$ cat src/rtl/buffer_pkg.sv
// buffer_pkg -- shared constants and types for the serial pattern buffer.
//   DEFAULT_WIDTH / DEFAULT_DEPTH : default word width and word count
//   word_t                        : one stored word at the default width
//   BUFFER_PATTERN                : read-only pattern, element [i] is word i
// Optional build macro: BUFFER_PARITY_EN (see buffer_serializer).
package buffer_pkg;

    localparam int DEFAULT_WIDTH = 8;
    localparam int DEFAULT_DEPTH = 4;

    typedef logic [DEFAULT_WIDTH-1:0] word_t;

    // Packed so it can seed the top-level PATTERN parameter directly;
    // word0 sits in the least significant slot.
    localparam word_t [DEFAULT_DEPTH-1:0] BUFFER_PATTERN = {
        8'h0F,   // word3
        8'hF0,   // word2
        8'h3C,   // word1
        8'hA5    // word0
    };

endpackage

$ cat src/rtl/buffer_serializer.sv
// buffer_serializer -- shifts one word out MSB first on a registered output.
// Ports:
//   clk          : clock, rising edge
//   reset        : synchronous active-high reset
//   i_word       : word currently being sent (held stable by the parent)
//   o_d          : registered serial output
//   o_frame_end  : high while the last slot of the frame is being sent;
//                  the parent advances to the next word on that edge
// Macro BUFFER_PARITY_EN: adds a trailing odd-parity slot to every frame.
module buffer_serializer
    import buffer_pkg::*;
#(
    parameter int WIDTH = DEFAULT_WIDTH
) (
    input  logic             clk,
    input  logic             reset,
    input  logic [WIDTH-1:0] i_word,
    output logic             o_d,
    output logic             o_frame_end
);

`ifdef BUFFER_PARITY_EN
    localparam int SLOTS = WIDTH + 1;
`else
    localparam int SLOTS = WIDTH;
`endif
    localparam int            BW   = $clog2(SLOTS);
    localparam logic [BW-1:0] LAST = BW'(SLOTS - 1);

    logic [BW-1:0]    r_bit;
    logic             r_d;
    logic [WIDTH-1:0] w_shifted;
    logic             w_next_d;

    // Shifting left by the slot index puts the selected bit in the MSB,
    // which avoids a variable part-select with a mismatched index width.
    assign w_shifted   = i_word << r_bit;
    assign o_frame_end = (r_bit == LAST);
    assign o_d         = r_d;

    always_comb begin
        w_next_d = w_shifted[WIDTH-1];
`ifdef BUFFER_PARITY_EN
        // Odd parity: total ones across data plus this slot is odd.
        if (r_bit == LAST) w_next_d = ~^i_word;
`endif
    end

    always_ff @(posedge clk) begin
        if (reset) begin
            r_d   <= 1'b0;
            r_bit <= '0;
        end else begin
            r_d   <= w_next_d;
            r_bit <= o_frame_end ? '0 : r_bit + BW'(1);
        end
    end

endmodule

$ cat src/rtl/buffer.sv
// buffer -- free-running serial pattern generator. Holds DEPTH read-only
// words of WIDTH bits and streams them MSB first, word0..wordDEPTH-1,
// wrapping with no gap.
// Ports:
//   clk   : sole clock, rising edge
//   reset : synchronous active-high reset (d=0, stream restarts at word0)
//   d     : registered serial output
// Parameters: WIDTH (>=2), DEPTH (power of two, >=2), PATTERN (packed
// words, word0 in the low slot; defaults to buffer_pkg::BUFFER_PATTERN).
// Macro BUFFER_PARITY_EN: appends an odd-parity slot to each frame.
module buffer
    import buffer_pkg::*;
#(
    parameter int                     WIDTH   = DEFAULT_WIDTH,
    parameter int                     DEPTH   = DEFAULT_DEPTH,
    parameter logic [DEPTH*WIDTH-1:0] PATTERN = BUFFER_PATTERN
) (
    input  logic clk,
    input  logic reset,
    output logic d
);

    localparam int WW = $clog2(DEPTH);

    if (WIDTH < 2) begin : g_bad_width
        $error("buffer: WIDTH must be at least 2");
    end
    if (DEPTH < 2 || (DEPTH & (DEPTH - 1)) != 0) begin : g_bad_depth
        $error("buffer: DEPTH must be a power of two, at least 2");
    end

    logic [WIDTH-1:0] w_mem [DEPTH];
    logic [WW-1:0]    r_word_idx;
    logic             w_frame_end;

    // Constant storage unpacked so the word index selects with its exact width.
    for (genvar i = 0; i < DEPTH; i++) begin : g_mem
        assign w_mem[i] = PATTERN[i*WIDTH +: WIDTH];
    end

    // DEPTH is a power of two, so the index wraps naturally.
    always_ff @(posedge clk) begin
        if (reset)            r_word_idx <= '0;
        else if (w_frame_end) r_word_idx <= r_word_idx + WW'(1);
    end

    buffer_serializer #(
        .WIDTH (WIDTH)
    ) u_ser (
        .clk         (clk),
        .reset       (reset),
        .i_word      (w_mem[r_word_idx]),
        .o_d         (d),
        .o_frame_end (w_frame_end)
    );

endmodule

$ cat config.mk
export PLATFORM = sky130hd
export DESIGN_NAME = buffer
export DESIGN_NICKNAME = d
export VERILOG_FILES = /design/src/rtl/buffer_pkg.sv /design/src/rtl/buffer_serializer.sv /design/src/rtl/buffer.sv
export SDC_FILE = /design/constraint.sdc
export NUM_CORES = 1
export LEC_CHECK = 0
export BUFFER_PORTS_ARGS = -buffer_cell sky130_fd_sc_hd__clkbuf_2
export CAP_MARGIN = 20
export CORE_AREA = 5 5 42 44
export CTS_CLUSTER_DIAMETER = 120
export CTS_CLUSTER_SIZE = 28
export DETAILED_ROUTE_END_ITERATION = 8
export DIE_AREA = 0 0 47 49
export PLACE_DENSITY = 0.36
export SETUP_SLACK_MARGIN = 0.3
export SYNTH_ARGS = -nofsm -noshare
export SYNTH_HDL_FRONTEND = slang
export SYNTH_SLANG_ARGS = --single-unit
export TNS_END_PERCENT = 5
$ cat constraint.sdc
create_clock -name clk -period 2.35 [get_ports clk]
set_clock_uncertainty 0.1 [all_clocks]
set_input_delay 0.235 -clock clk [delete_from_list [all_inputs] [get_ports clk]]
set_output_delay 0.235 -clock clk [all_outputs]
set_load 0.01 [all_outputs]
After elaboration in Yosys (flattened, before gate mapping)
Index checks and enable logic that the tools add are counted.
{"block": "word_totals", "register_bits": 6, "inputBits": 2, "output_inout_bits": 1, "elab_cells": 13}
{"block": "classes", "addsub": 2, "n_lt_le_gt_ge": 1, "eq_ne": 1, "shifts": 1, "mux": 3, "bitwise": 1, "reduce_logical": 1}
{"op": "8-bit binary-select mux with 2-bit select", "count": 1}
{"op": "8-bit two-way mux", "count": 2}
{"op": "8-bit by 3-bit << shifter with 8-bit output", "count": 1}
{"op": "3-bit by 1-bit adder with 3-bit output, second input constant", "count": 1}
{"op": "3-bit == test, second input constant", "count": 1}
{"op": "3-bit >= comparator, second input constant", "count": 1}
{"op": "2-bit inverter with 3-bit output", "count": 1}
{"op": "2-bit by 1-bit adder with 2-bit output, second input constant", "count": 1}
{"op": "2-bit OR reduction", "count": 1}

Depth between registers and ports, before layout
{"block": "logic_depth", "depth_word": 5, "depth_mapped": 5, "ltp_nobuf": 5}

Cells and area by module
A second synthesis with hierarchy kept.
{"block": "unflattened", "cells_unflattened": 34, "area_unflattened_um2": 352.8}
{"mod": "buffer_serializer", "n_inst": 1, "cells_each": 17, "area_per_inst_um2": 198.9, "seq_area_each_um2": 80.1}
{"mod": "buffer", "n_inst": 1, "cells_each": 17, "area_per_inst_um2": 153.9, "seq_area_each_um2": 40.0}

Worst setup path before layout
OpenSTA, ideal clock, no wires.
{"block": "synth_path", "path_type": "register to register", "startpoint": "register r_word_idx[0]", "endpoint": "register u_ser.r_d, in the netlist u_ser.o_d", "arrival_ns": 1.472, "t_required_ns": 2.164, "slack_ns": 0.691, "path_stages_with_launch": 5, "n_path_buf": 0, "period_less_slack_ns": 1.659, "cell_sequence": "dfxtp_1 -> inv_2 -> ha_1 -> mux4_2 -> a221oi_2"}
{"block": "synth_between", "elab_chain_len": 5}
{"item": "from (decl)", "line": "buffer.sv:33", "rtl": "logic [WW-1:0] r_word_idx;"}
{"item": "from (signal assigned)", "line": "buffer.sv:44", "rtl": "else if (w_frame_end) r_word_idx <= r_word_idx + WW'(1);"}
{"item": "2-bit inverter with 3-bit output (implied by the code)", "line": "buffer.sv:52", "rtl": ".i_word (w_mem[r_word_idx]),"}
{"item": "8-bit binary-select mux with 2-bit select", "line": "buffer.sv:52"}
{"item": "8-bit two-way mux (implied by the code) (2 in series)", "line": "buffer.sv:52"}
{"item": "8-bit by 3-bit << shifter with 8-bit output", "line": "buffer_serializer.sv:37", "rtl": "assign w_shifted = i_word << r_bit;"}
{"item": "to (signal assigned)", "line": "buffer_serializer.sv:54", "rtl": "r_d <= w_next_d;"}
{"item": "to (decl)", "line": "buffer_serializer.sv:31", "rtl": "logic r_d;"}
No other way between the ends. The select of a mux whose other input is x is not followed.
A chain may end at the register's enable or synchronous reset.

Worst setup path after layout
Same ends and word-level chain as after synthesis.

==> reports/metrics.cfg <==
[logic_synthesis]
synth.most_common_cell = ha_1
synth_top_cell_area_share_pct = 36.4
syn-num-nets = 38
synthTopCellsByCount = ha_1, dfxtp_1, nor2_1
ys_warn_count = 0
synth.avg_cell_area_sq_um = 11.4
synth_seq_cells = 6
synth_edf_count = 0
ys_seq_area_share_pct = 36.4
synthArstFlopShare_pct = 0
syn-instance-count = 29
synth_area_sq_um = 330
yosysTopAreaCell = dfxtp_1
synth_cell_types = 14
synth_top_flop_cell = dfxtp_1
synth_area_leaders = dfxtp_1, ha_1, mux4_2, a221oi_2, nor3b_1

[timing]
fmax_mhz = 572
hold_violations = 0
tightest_slew_ns = 0.266
fin_crit_ns = 1.75
setup_viol = 0
setup_slack_ns = 0.603
rsz0062_at_grt = false
maxSlewViolCount = 0
fin_crit_sh_pct = 74.4
slew_headroom_pct = 82.1
finalSetupTns_ns = 0

[route]
drt-total-wl_microns = 474
drc_errors = 0
dr_total_vias = 215
avgViaCountPerCell = 4.30
firstDrtPassIters = 2
drt-initial-drc-count = 1
postRouteAntennaNets = 0
wl_per_cell_microns = 9.48

[global_routing]
first_global_vias = 239
antenna_found_initial = 0
grt_pass1_wl_microns = 890
grt-ovfl-total = 0
grt_util_all_layers_pct = 5.78
grt_start_max_net_pins = 7

[cts]
worst_skew_pair.late_latency_ns = 0.24
numClockSinks = 6
clkTransAtPathRegs_ns = 0.04
cts_hold_buf = 0
cts_post_setup_buffers_inserted = 0
cts_tree = yes
cts-resized-gates = 0
cts-root-buf = clkbuf_4
cts_made_buffers = 3
htree_num_levels = 1
cts_buffer_depth = 2

[place]
dpl.hpwl_microns = 397
port_buffers = 2
gp_congestion = 0.616
pre_cts_ws_ns = 0.590
placed_cell_area_sq_um = 360

[power]
cellPowerDensity_nw_per_um2 = 587
max-vdd-ir-drop_mv = 0.225
power.leakage_nw = 0.169

[cells_and_area]
final_nets = 45
drive_gt1_share_pct = 23.5
post-route-util_pct = 27.3
area_growth_pct = 15.9
diodes = 0
finish.instance_area_sq_um = 383

[floorplan]
rows = 14
core_sq_um = 1400
die_y_microns = 49
die-area_sq_um = 2300
ios = 3
die_width_microns = 47
start_util_pct = 23.6

[flow_run]
cap_viol_max_count = 0

[setup_path]
path_class = reg -> reg
cp_max_fo = 4
startpoint_type = flop
arrival_ns = 1.81
cp.required_ns = 2.41
end_kind = flop

[outcome]
status = finished clean

[worst_hold_path]
hold_path_class = in -> reg

## metrics by stage
stage / hold slack (ns) / instances / total power, mW
floorplan: 0.201 / 29 / 0.129
global placement: 0.383 / 47 / 0.135
detailed placement: 0.387 / 47 / 0.137
CTS: 0.138 / 50 / 0.230
global route: 0.147 / 50 / 0.240
finish: 0.141 / 50 / 0.225
## path summary, 6_finish.rpt
path	from	to	slack (ns)	cells past startpoint
worst max register to register	r_word_idx[0]$_SDFFE_PP0N_	u_ser.o_d$_SDFF_PP0_	0.60	4
worst min-delay path	reset	u_ser.o_d$_SDFF_PP0_	0.14	2
worst max-delay path	r_word_idx[0]$_SDFFE_PP0N_	u_ser.o_d$_SDFF_PP0_	0.60	4
worst min register to register	u_ser.r_bit[2]$_SDFF_PP0_	u_ser.o_d$_SDFF_PP0_	0.39	1
## metal layers
| layer | part of all wire (%) | track usage [%] |
|---|---|---|
| met5 | 0 | 0 |
| met4 | 4.6 | 5.53 |
| met3 | 6.8 | 3.32 |
| met2 | 43 | 7.92 |
| met1 | 45 | 5.74 |
## flip-flops by register name, summed over array words and instances, names as in the netlist
name,cells
r_word_idx,2
u_ser.o_d,1
u_ser.r_bit,3
## layout by cell type (no fill, tap or decap)
cell and instances:
ha_1 7, dfxtp_1 6, nor2_1 3, clkbuf_4 3, inv_1 2, nor3b_1 2, clkbuf_2 2, inv_2 1
mux2i_1 1, mux4_2 1, nor2b_1 1, a311oi_1 1, a211o_1 1, a221oi_2 1, nor3_1 1, xnor2_1 1
## power breakdown
group,internal (mW),switching [mW],leakage [nW],total [mW]
Clock,0.0575,0.0337,0.0138,0.0912
Combinational,0.0110,0.00719,0.106,0.0182
Sequential,0.109,0.00672,0.0493,0.115
## cell families (layout without fill, tap and decap cells)
group	after synthesis	after routing	share of synthesized area, %
simple gates	7	7	11.4
flops	6	6	36.4
buf+inv	3	8	3.41
mux	2	2	9.85
compound gates	3	3	9.85
xor+xnor	1	1	2.65
fa+ha+maj	7	7	26.5
## critical path: stages (launching register included)
cell and delay [ns]:
dfxtp_1 0.40, inv_2 0.08, ha_1 0.34, mux4_2 0.49, a221oi_2 0.26
## final cells by class
class | instances | area (sq um)
tap | 16 | 20.0
sequential | 6 | 120
inverter | 3 | 11.3
fill | 151 | 1020
multi-input combinational | 20 | 199
timing repair buffer | 2 | 10.0
clock buffer | 3 | 22.5
Note: power is estimated with default switching activity, not from simulation.
